$ cat src/rtl/api_wb_master.sv
// Wishbone initiator for the API register block. Runs one job per start:
// flush, program SCK/timeout, push tx words under TXFIFO credits, drain RXFIFO.
module api_wb_master #(
  parameter int          TXFIFO_DEPTH = 512,
  parameter logic [15:0] POLL_MAX     = 16'hFFFF
) (
  input  logic        clk,
  input  logic        rst_n,
  input  logic        start,
  input  logic [9:0]  tx_len,
  input  logic [8:0]  rx_len,
  input  logic [7:0]  cfg_sck,
  input  logic [5:0]  cfg_ch_num,
  input  logic [7:0]  cfg_word_num,
  input  logic [27:0] cfg_timeout,
  input  logic        tx_valid,
  input  logic [31:0] tx_data,
  output logic        tx_ready,
  output logic        rx_valid,
  output logic [31:0] rx_data,
  output logic        busy,
  output logic        done,
  output logic        err,
  output logic        API_CYC_O,
  output logic        API_STB_O,
  output logic        API_WE_O,
  output logic [5:0]  API_ADR_O,
  output logic [31:0] API_DAT_O,
  output logic [3:0]  API_SEL_O,
  output logic [2:0]  API_CTI_O,
  output logic [1:0]  API_BTE_O,
  output logic        API_LOCK_O,
  input  logic        API_ACK_I,
  input  logic [31:0] API_DAT_I,
  input  logic        API_ERR_I,
  input  logic        API_RTY_I
);
  localparam logic [5:0] A_TX = 6'h00, A_RX = 6'h04, A_ST = 6'h08, A_TO = 6'h0C, A_SCK = 6'h10;

  typedef enum logic [3:0] {
    S_IDLE, S_FLUSH, S_FLUSH_W, S_CFG_SCK, S_CFG_TO,
    S_TX_POLL, S_TX_PUSH, S_RX_POLL, S_RX_POP, S_FIN
  } state_t;

  state_t      state;
  logic        stb, we, gap;
  logic [5:0]  adr;
  logic [31:0] dat_o;
  logic [2:0]  wcnt;
  logic [15:0] poll_cnt;
  logic [9:0]  tx_rem;
  logic [10:0] credits;
  logic [8:0]  rx_rem, avail;
  logic [7:0]  sck_q, word_q;
  logic [5:0]  ch_q;
  logic [27:0] to_q;

  // retry is not part of this protocol subset
  logic unused_rty;
  assign unused_rty = API_RTY_I;

  // STATE register decode of the current read data
  logic        st_txfull, st_rxempty;
  logic [10:0] st_txcnt, free, tx_take, depth_w;
  logic [8:0]  st_rxcnt, rx_take;
  assign depth_w    = 11'(TXFIFO_DEPTH);
  assign st_txfull  = API_DAT_I[0];
  assign st_txcnt   = {1'b0, API_DAT_I[11:2]};
  assign st_rxempty = API_DAT_I[16];
  assign st_rxcnt   = API_DAT_I[28:20];
  assign free       = (st_txcnt >= depth_w) ? 11'd0 : depth_w - st_txcnt;
  assign tx_take    = (free < {1'b0, tx_rem}) ? free : {1'b0, tx_rem};
  assign rx_take    = (st_rxcnt < rx_rem) ? st_rxcnt : rx_rem;

  // a tx word is taken on the very edge that launches its write
  assign tx_ready = (state == S_TX_PUSH) && !stb && !gap && tx_valid;

  assign API_CYC_O  = stb;
  assign API_STB_O  = stb;
  assign API_WE_O   = we;
  assign API_ADR_O  = adr;
  assign API_DAT_O  = dat_o;
  assign API_SEL_O  = 4'hF;
  assign API_CTI_O  = 3'b000;
  assign API_BTE_O  = 2'b00;
  assign API_LOCK_O = 1'b0;

  // job FSM and bus cycle engine; gap forces one idle cycle after every access
  always_ff @(posedge clk or negedge rst_n) begin
    if (!rst_n) begin
      state <= S_IDLE; stb <= 1'b0; we <= 1'b0; gap <= 1'b0; adr <= '0; dat_o <= '0;
      wcnt <= '0; poll_cnt <= '0; tx_rem <= '0; credits <= '0; rx_rem <= '0; avail <= '0;
      sck_q <= '0; word_q <= '0; ch_q <= '0; to_q <= '0;
      rx_valid <= 1'b0; rx_data <= '0; busy <= 1'b0; done <= 1'b0; err <= 1'b0;
    end else begin
      done     <= 1'b0;
      rx_valid <= 1'b0;
      if (gap) gap <= 1'b0;
      if (stb && API_ERR_I) begin
        stb <= 1'b0; we <= 1'b0; gap <= 1'b1; err <= 1'b1; state <= S_FIN;
      end else begin
        case (state)
          S_IDLE: if (start) begin
            tx_rem <= tx_len; rx_rem <= rx_len; sck_q <= cfg_sck; ch_q <= cfg_ch_num;
            word_q <= cfg_word_num; to_q <= cfg_timeout; poll_cnt <= '0;
            err <= 1'b0; busy <= 1'b1; state <= S_FLUSH;
          end
          S_FLUSH:
            if (!stb && !gap) begin stb <= 1'b1; we <= 1'b1; adr <= A_ST; dat_o <= 32'h2; end
            else if (stb && API_ACK_I) begin
              stb <= 1'b0; we <= 1'b0; gap <= 1'b1; wcnt <= '0; state <= S_FLUSH_W;
            end
          // give the slave's flush pulse time to settle
          S_FLUSH_W: begin
            wcnt <= wcnt + 3'd1;
            if (wcnt == 3'd3) state <= S_CFG_SCK;
          end
          S_CFG_SCK:
            if (!stb && !gap) begin
              stb <= 1'b1; we <= 1'b1; adr <= A_SCK; dat_o <= {word_q, 2'b0, ch_q, 8'h0, sck_q};
            end else if (stb && API_ACK_I) begin
              stb <= 1'b0; we <= 1'b0; gap <= 1'b1; state <= S_CFG_TO;
            end
          S_CFG_TO:
            if (!stb && !gap) begin
              stb <= 1'b1; we <= 1'b1; adr <= A_TO; dat_o <= {4'h0, to_q};
            end else if (stb && API_ACK_I) begin
              stb <= 1'b0; we <= 1'b0; gap <= 1'b1;
              state <= (tx_rem != 0) ? S_TX_POLL : (rx_rem != 0) ? S_RX_POLL : S_FIN;
            end
          S_TX_POLL:
            if (!stb && !gap) begin stb <= 1'b1; we <= 1'b0; adr <= A_ST; end
            else if (stb && API_ACK_I) begin
              stb <= 1'b0; gap <= 1'b1;
              if (st_txfull || free == 0) begin
                if (poll_cnt == POLL_MAX - 16'd1) begin err <= 1'b1; state <= S_FIN; end
                else poll_cnt <= poll_cnt + 16'd1;
              end else begin
                credits <= tx_take; poll_cnt <= '0; state <= S_TX_PUSH;
              end
            end
          S_TX_PUSH:
            if (!stb && !gap) begin
              if (tx_valid) begin stb <= 1'b1; we <= 1'b1; adr <= A_TX; dat_o <= tx_data; end
            end else if (stb && API_ACK_I) begin
              stb <= 1'b0; we <= 1'b0; gap <= 1'b1;
              credits <= credits - 11'd1; tx_rem <= tx_rem - 10'd1;
              if (tx_rem == 10'd1) state <= (rx_rem != 0) ? S_RX_POLL : S_FIN;
              else if (credits == 11'd1) state <= S_TX_POLL;
            end
          S_RX_POLL:
            if (!stb && !gap) begin stb <= 1'b1; we <= 1'b0; adr <= A_ST; end
            else if (stb && API_ACK_I) begin
              stb <= 1'b0; gap <= 1'b1;
              if (st_rxempty || st_rxcnt == 0) begin
                if (poll_cnt == POLL_MAX - 16'd1) begin err <= 1'b1; state <= S_FIN; end
                else poll_cnt <= poll_cnt + 16'd1;
              end else begin
                avail <= rx_take; poll_cnt <= '0; state <= S_RX_POP;
              end
            end
          S_RX_POP:
            if (!stb && !gap) begin stb <= 1'b1; we <= 1'b0; adr <= A_RX; end
            else if (stb && API_ACK_I) begin
              stb <= 1'b0; gap <= 1'b1; rx_data <= API_DAT_I; rx_valid <= 1'b1;
              avail <= avail - 9'd1; rx_rem <= rx_rem - 9'd1;
              if (rx_rem == 9'd1) state <= S_FIN;
              else if (avail == 9'd1) state <= S_RX_POLL;
            end
          S_FIN: begin done <= 1'b1; busy <= 1'b0; state <= S_IDLE; end
          default: state <= S_IDLE;
        endcase
      end
    end
  end
endmodule
$ cat config.mk
export PLATFORM = sky130hd
export DESIGN_NAME = api_wb_master
export DESIGN_NICKNAME = d
export VERILOG_FILES = /design/src/rtl/api_wb_master.sv
export SDC_FILE = /design/constraint.sdc
export NUM_CORES = 1
export LEC_CHECK = 0
export ABC_AREA = 1
export BUFFER_PORTS_ARGS = -buffer_cell sky130_fd_sc_hd__buf_4
export CAP_MARGIN = 5
export CORE_AREA = 2 2 192 194
export CTS_CLUSTER_DIAMETER = 30
export DETAILED_ROUTE_END_ITERATION = 10
export DIE_AREA = 0 0 194 196
export PLACE_DENSITY_LB_ADDON = 0.25
export SYNTH_ARGS = -nofsm -noshare
export SYNTH_HDL_FRONTEND = slang
export SYNTH_SLANG_ARGS = --single-unit
export TNS_END_PERCENT = 10
$ cat constraint.sdc
create_clock -name clk -period 2.59 [get_ports clk]
set_input_delay 0.1295 -clock clk [delete_from_list [all_inputs] [get_ports clk]]
set_output_delay 0.1295 -clock clk [all_outputs]
set_load 0.02 [all_outputs]
### Word level (Yosys, flattened, before mapping)

Cells that the tools add are included.

| word-level totals | value |
|---|---|
| logic and storage cells | 244 |
| bits of input ports | 140 |
| flip-flop bits (word level) | 189 |

| operators by class | value |
|---|---|
| $add $sub $neg | 7 |
| $lt $le $gt $ge | 3 |
| reductions and logical operators | 47 |
| eq/ne operators | 57 |
| bitwise logic cells | 2 |
| multiplexer cells | 107 |

Operators with widths:

| kind | count |
|---|---|
| 2-to-1 mux 32 bit | 5 |
| 2-to-1 mux 16 bit | 8 |
| one-hot mux 32 bit (4 select lines) | 1 |
| 2-to-1 mux 4 bit | 26 |
| 2-to-1 mux 9 bit | 9 |
| 2-to-1 mux 11 bit | 7 |
| inequality test 3 bit (second input constant) | 17 |
| one-hot mux 16 bit (3 select lines) | 1 |
| 2-to-1 mux 6 bit | 6 |
| one-hot mux 4 bit (9 select lines) | 1 |
| one-hot mux 9 bit (2 select lines) | 2 |
| inequality test 2 bit (second input constant) | 17 |
| 2-to-1 mux 10 bit | 3 |
| one-hot mux 6 bit (5 select lines) | 1 |
| 2-to-1 mux 1 bit | 28 |
| AND reduction 7 bit | 4 |
| one-hot mux 11 bit (2 select lines) | 1 |
| one-hot mux 10 bit (2 select lines) | 1 |
| == test 9 x 1 -> 1 bit (second input constant) | 2 |
| AND reduction 18 bit | 1 |
| subtractor 9 x 1 -> 9 bit (second input constant) | 2 |
| adder 16 x 1 -> 16 bit (second input constant) | 1 |
| == test 16 bit (second input constant) | 1 |
| == test 4 x 3 -> 1 bit (second input constant) | 4 |
| 42 further kinds | 74 |

### Longest topological paths before layout

| logic depth | value |
|---|---|
| word-level depth | 9 |
| depth in mapped cells | 20 |
| depth with buffers taken out | 20 |

### Worst setup path before layout

OpenSTA, ideal clock, no wires.

| timing | value |
|---|---|
| path kind | input to register |
| from | input API_DAT_I[2] |
| to | register credits[4] |
| arrival | 2124 ps |
| path buffers | 1 |
| data required time | 2474 ps |
| setup time | 116 ps |
| stages | 19 |
| setup slack | 349 ps |
| cell sequence | inv_1 ha_1 nand3_1 nand3_2 nand2_4 nand2_1 inv_1 ha_1 a21oi_1 nor2_1 a211oi_1 nor2_1 nor2_1 buf_2 nand3_1 nand3_1 nand2_1 nand2_1 nand2_1 |

| on the way | value |
|---|---|
| word-level cells in the longest chain between the ends | 8 |
| elaborated cells between the ends (all ways) | 13 |
| those cells by class | add/sub (1); order compare (2); eq/ne (1); mux (6); reduce/logical (3) |

RTL lines:

| element | line | text |
|---|---|---|
| from (decl) | 34 | `input logic [31:0] API_DAT_I,` |
| subtractor 10 x 10 -> 11 bit / >= comparator 10 bit (equally long branches) | 71 | `assign free = (st_txcnt >= depth_w) ? 11'd0 : depth_w - st_txcnt;` |
| 2-to-1 mux 11 bit * | 71 |  |
| less-than comparator 11 x 10 -> 1 bit | 72 | `assign tx_take = (free < {1'b0, tx_rem}) ? free : {1'b0, tx_rem};` |
| 2-to-1 mux 11 bit | 72 |  |
| 2-to-1 mux 11 bit | 135 | `if (st_txfull \|\| free == 0) begin` |
| 2-to-1 mux 11 bit | 133 | `else if (stb && API_ACK_I) begin` |
| 2-to-1 mux 11 bit | 132 | `if (!stb && !gap) begin stb <= 1'b1; we <= 1'b0; adr <= A_ST; end` |
| one-hot mux 11 bit (2 select lines) | 102 | `case (state)` |
| to (signal assigned) | 147 | `credits <= credits - 11'd1; tx_rem <= tx_rem - 10'd1;` |
| to (decl) | 52 | `logic [10:0] credits;` |

Every way passes the cells marked *; elsewhere a longest branch is shown, timed or not. The select of a mux whose other input is x is not followed.
A chain may end at the register's enable or synchronous reset.

### Worst setup path in the final report

| timing | value |
|---|---|
| from | input API_DAT_I[9] |
| to | register credits[5] |

The elaborated chain is that of the path after synthesis.

==> impl_metrics.tcl <==
set metrics [dict create \
    synth_area_leaders "dfrtp_1 (44%), nand2_1 (16%), o21ai_0 (5.0%)" \
    min-delay-start "API_DAT_I[28]" \
    r2r-start "rx_rem[0]$_DFFE_PN0P_" \
    stdcell_area_um2 14600 \
    pin_count 228 \
    rsz0062_at_grt "true" \
    peakVddDrop_v 0.000626 \
    holdPathStages 3 \
    grt_antenna_before_repair 0 \
    cts.path.max_buffers 2 \
    drv_cap 0 \
    period_minus_slack_ns 2.52 \
    grt_use_total_pct 17.4 \
    hp-class "primary input to flop" \
    avgViaCountPerCell 4.63 \
    maxSlewViolCount 0 \
    max_slew_margin_pct 48.2 \
    ys_warn_count 0 \
    cts_sinks 186 \
    cts_buffers 17 \
    routedWlPerCell_um 14.6 \
    synth_area_um2 10600 \
    place_congestion 0.845 \
    dp_hpwl_um 23000 \
    dieWidth_um 194 \
    start_util_pct 29.5 \
    power_switching_mw 6.47 \
    ant_nets 0 \
    synthArstFlopShare_pct 100 \
    grt_pass1_vias 10398 \
    grt_overflow 0 \
    post-place-cells 2075 \
    avgSynthCellArea_um2 7.47 \
    fin_util_pct 40.4 \
    total_power_mw 14.4 \
    vias 10283 \
    core-area_um2 36100 \
    hold_slack_ns 0.0247 \
    insertedDiodeCount 0 \
    wl_um 32500 \
    cts_max_level 4 \
    fin_crit_sh_pct 97.2 \
    yosysSeqAreaShare_pct 43.7 \
    p_seq_share_pct 33.3 \
    dpl_cell_area_um2 12700 \
    grt_max_degree 78 \
    leakagePower_nw 7.33 \
    drive_gt1_share_pct 21.0 \
    max_freq_mhz 397 \
    synth_edf_count 0 \
    synth_top_area_share_pct 43.7 \
    worst_pin_slew_ns 0.778 \
    path_class "primary input to flop" \
    row_count 70 \
    finalSetupViolCount 0 \
    status "complete, no violations" \
    p_int_mw 7.91 \
    synth_seq_cells 186 \
    syn_to_final_growth_pct 37.1 \
    cts_tree "yes" \
    worstPathMaxFanout 8 \
    synth_top_area_cell "dfrtp_1" \
    grt_pass1_wl_um 53700 \
    switching_share_pct 45.0 \
    drc 0 \
    clk_pin_slew_ns 0.08 \
    die_h_um 196 \
    r2r_cells 14 \
    drt_iter0_markers 558 \
    synthDistinctLibCells 52 \
    start_kind "primary input" \
    stdcell_count 2220 \
    critPathRequiredTime_ns 2.93 \
    arrival_ns 2.86 \
    dominantRegCellSynth "dfrtp_1" \
    first_pass_iters 6 \
    clk_latency_ns 0.45 \
    portBuffers 213 \
    reg2reg_slack_ns 0.29 \
    cts_root_buffer "clkbuf_16" \
    pwr_density_cell_nw_per_um2 985 \
    fin_skew_ns 0.0161 \
    worstSetupEndpointType "flop" \
    combPwrFrac_pct 48.0 \
    die-area_um2 38000 \
    power.share.clock_pct 18.6 \
    final_nets 1909 \
    syn_inst 1424 \
    hold_violations 0 \
    hold_path_end "rx_data[28]$_DFFE_PN0P_" \
    r2r-end "state[2]$_DFFE_PN0P_" \
]
what timing repair did:
item / in CTS / in global routing
buffers inserted: 0 / 4
endpoints found under the setup margin: 0 / 11
hold buffers: 110 / 0
resized for setup: 0 / 33
hold endpoints to repair: 158 / 0
worst max path at each step:
stage,startpoint,cells after the start,slack [ns],to
finish,API_DAT_I[9],21,0.07,credits[5]$_DFFE_PN0P_
global route,API_DAT_I[7],21,-0.06,credits[0]$_DFFE_PN0P_
CTS,API_DAT_I[4],21,0.008,credits[0]$_DFFE_PN0P_
detailed placement,API_DAT_I[3],20,-0.02,credits[5]$_DFFE_PN0P_
global placement,API_DAT_I[3],20,0.05,credits[8]$_DFFE_PN0P_
floorplan,API_DAT_I[2],19,0.35,credits[4]$_DFFE_PN0P_
registers in the layout (all words and copies together) (netlist names):
register,count
gap,1
wcnt,3
word_q,8
rx_data,32
avail,9
API_WE_O,1
rx_valid,1
to_q,28
API_ADR_O,3
err,1
busy,1
ch_q,6
credits,11
done,1
API_CYC_O,1
sck_q,8
API_DAT_O,32
poll_cnt,16
tx_rem,10
rx_rem,9
state,4
cell usage after synthesis, types with 2 or more instances:
cell type and number:
a21boi_0 2, nand3b_2 2, nand3_4 2, a41oi_1 3, conb_1 2, nand2_1 456, dfrtp_1 186, inv_1 140
buf_6 2, a21o_1 2, nor2_4 7, nand3b_1 2, o211ai_1 7, nand2_2 10, o21ai_1 43, xor2_1 10
nor4_1 7, a221oi_1 9, a22oi_1 7, o31ai_1 3, nand3_1 64, inv_2 26, a211oi_1 3, a21oi_1 42
nand3_2 7, nor2_8 2, o22ai_1 11, nor3_1 7, buf_4 20, clkbuf_1 18, ha_1 30, a21oi_2 3
a31oi_1 9, or2_0 2, buf_2 22, xnor2_1 2, nand4_1 19, o21ai_0 107, nor2_2 7, nor2_1 107
nand2_4 3
cells by family after synthesis:
group           count (synthesis)  synth area share (%)
simple gates                  706                  28.8
compound gates                256                  13.6
buf+inv                       232                  9.37
flops                         186                  43.7
fa+ha+maj                      30                  3.53
xor+xnor                       12                 0.987
other cells                     2                0.0706
cells in the final DEF, fill, tap and decap left out, drive strengths merged:
master / count
o2111ai: 1
a22oi: 7
inv: 176
clkbuf: 18
conb: 13
a41oi: 3
a31oi: 9
xnor2: 2
nor4: 7
clkinv: 7
buf: 238
nand3: 73
o22ai: 11
dlymetal6s4s: 2
a22o: 1
dfrtp: 186
ha: 30
a21boi: 2
nor2: 123
a21oi: 45
a221oi: 9
o21ai: 151
o221ai: 1
o21ba: 1
nand2: 469
nor3: 8
a21o: 2
o31ai: 3
nand3b: 4
nand4: 19
xor2: 10
dlygate4sd3: 108
o211ai: 7
a211oi: 3
or2: 3
final cells by class:
cell class	count	area [µm²]
clock buffers	17	425
fillers	3663	21500
well taps	468	586
inverters	168	641
multi-input cells	1017	5140
flip-flops and latches	186	4650
repair buffers	349	2970
clock inverters	15	175
through the flow:
step | worst slack [ns] | setup TNS [ns]
floorplan | 0.349 | 0
global placement | 0.0506 | 0
detailed placement | -0.0179 | -0.0431
CTS | 0.00827 | 0
global route | -0.0605 | -0.379
finish | 0.0720 | 0
critical path, stage by stage:
cell	delay [ns]
dlygate4sd3_1	0.56
buf_4	0.15
inv_2	0.06
nand2_2	0.06
nor2_4	0.13
nand3_2	0.11
nand2_4	0.12
nand2_2	0.09
inv_2	0.07
ha_4	0.19
a21oi_2	0.11
nor2_1	0.05
a211oi_1	0.22
nor2_1	0.08
nor2_2	0.24
buf_6	0.16
nand3_1	0.07
nand3_1	0.09
nand2_1	0.06
nand2_1	0.05
nand2_1	0.04
routing by layer:
metal  wire [µm]  part of all wire, %  up-vias  track usage, %
li1            -                    -     5200               -
met5           0                    0        -               0
met4         357                  1.1        0            3.96
met1       15100                   46     4783            22.5
met2       15100                   46      277            29.3
met3        1990                  6.1       23            4.59
power groups by stage:
stage / Combinational (mW) / Sequential, mW / Clock (mW)
detailed placement: 6.72 / 4.84 / 0
CTS: 6.87 / 4.80 / 2.78
finish: 6.90 / 4.79 / 2.68
floorplan: 4.03 / 5.22 / 0
global placement: 6.63 / 4.81 / 0
global route: 7.80 / 4.95 / 2.89
No activity file was read; power rests on OpenSTA's default activity.
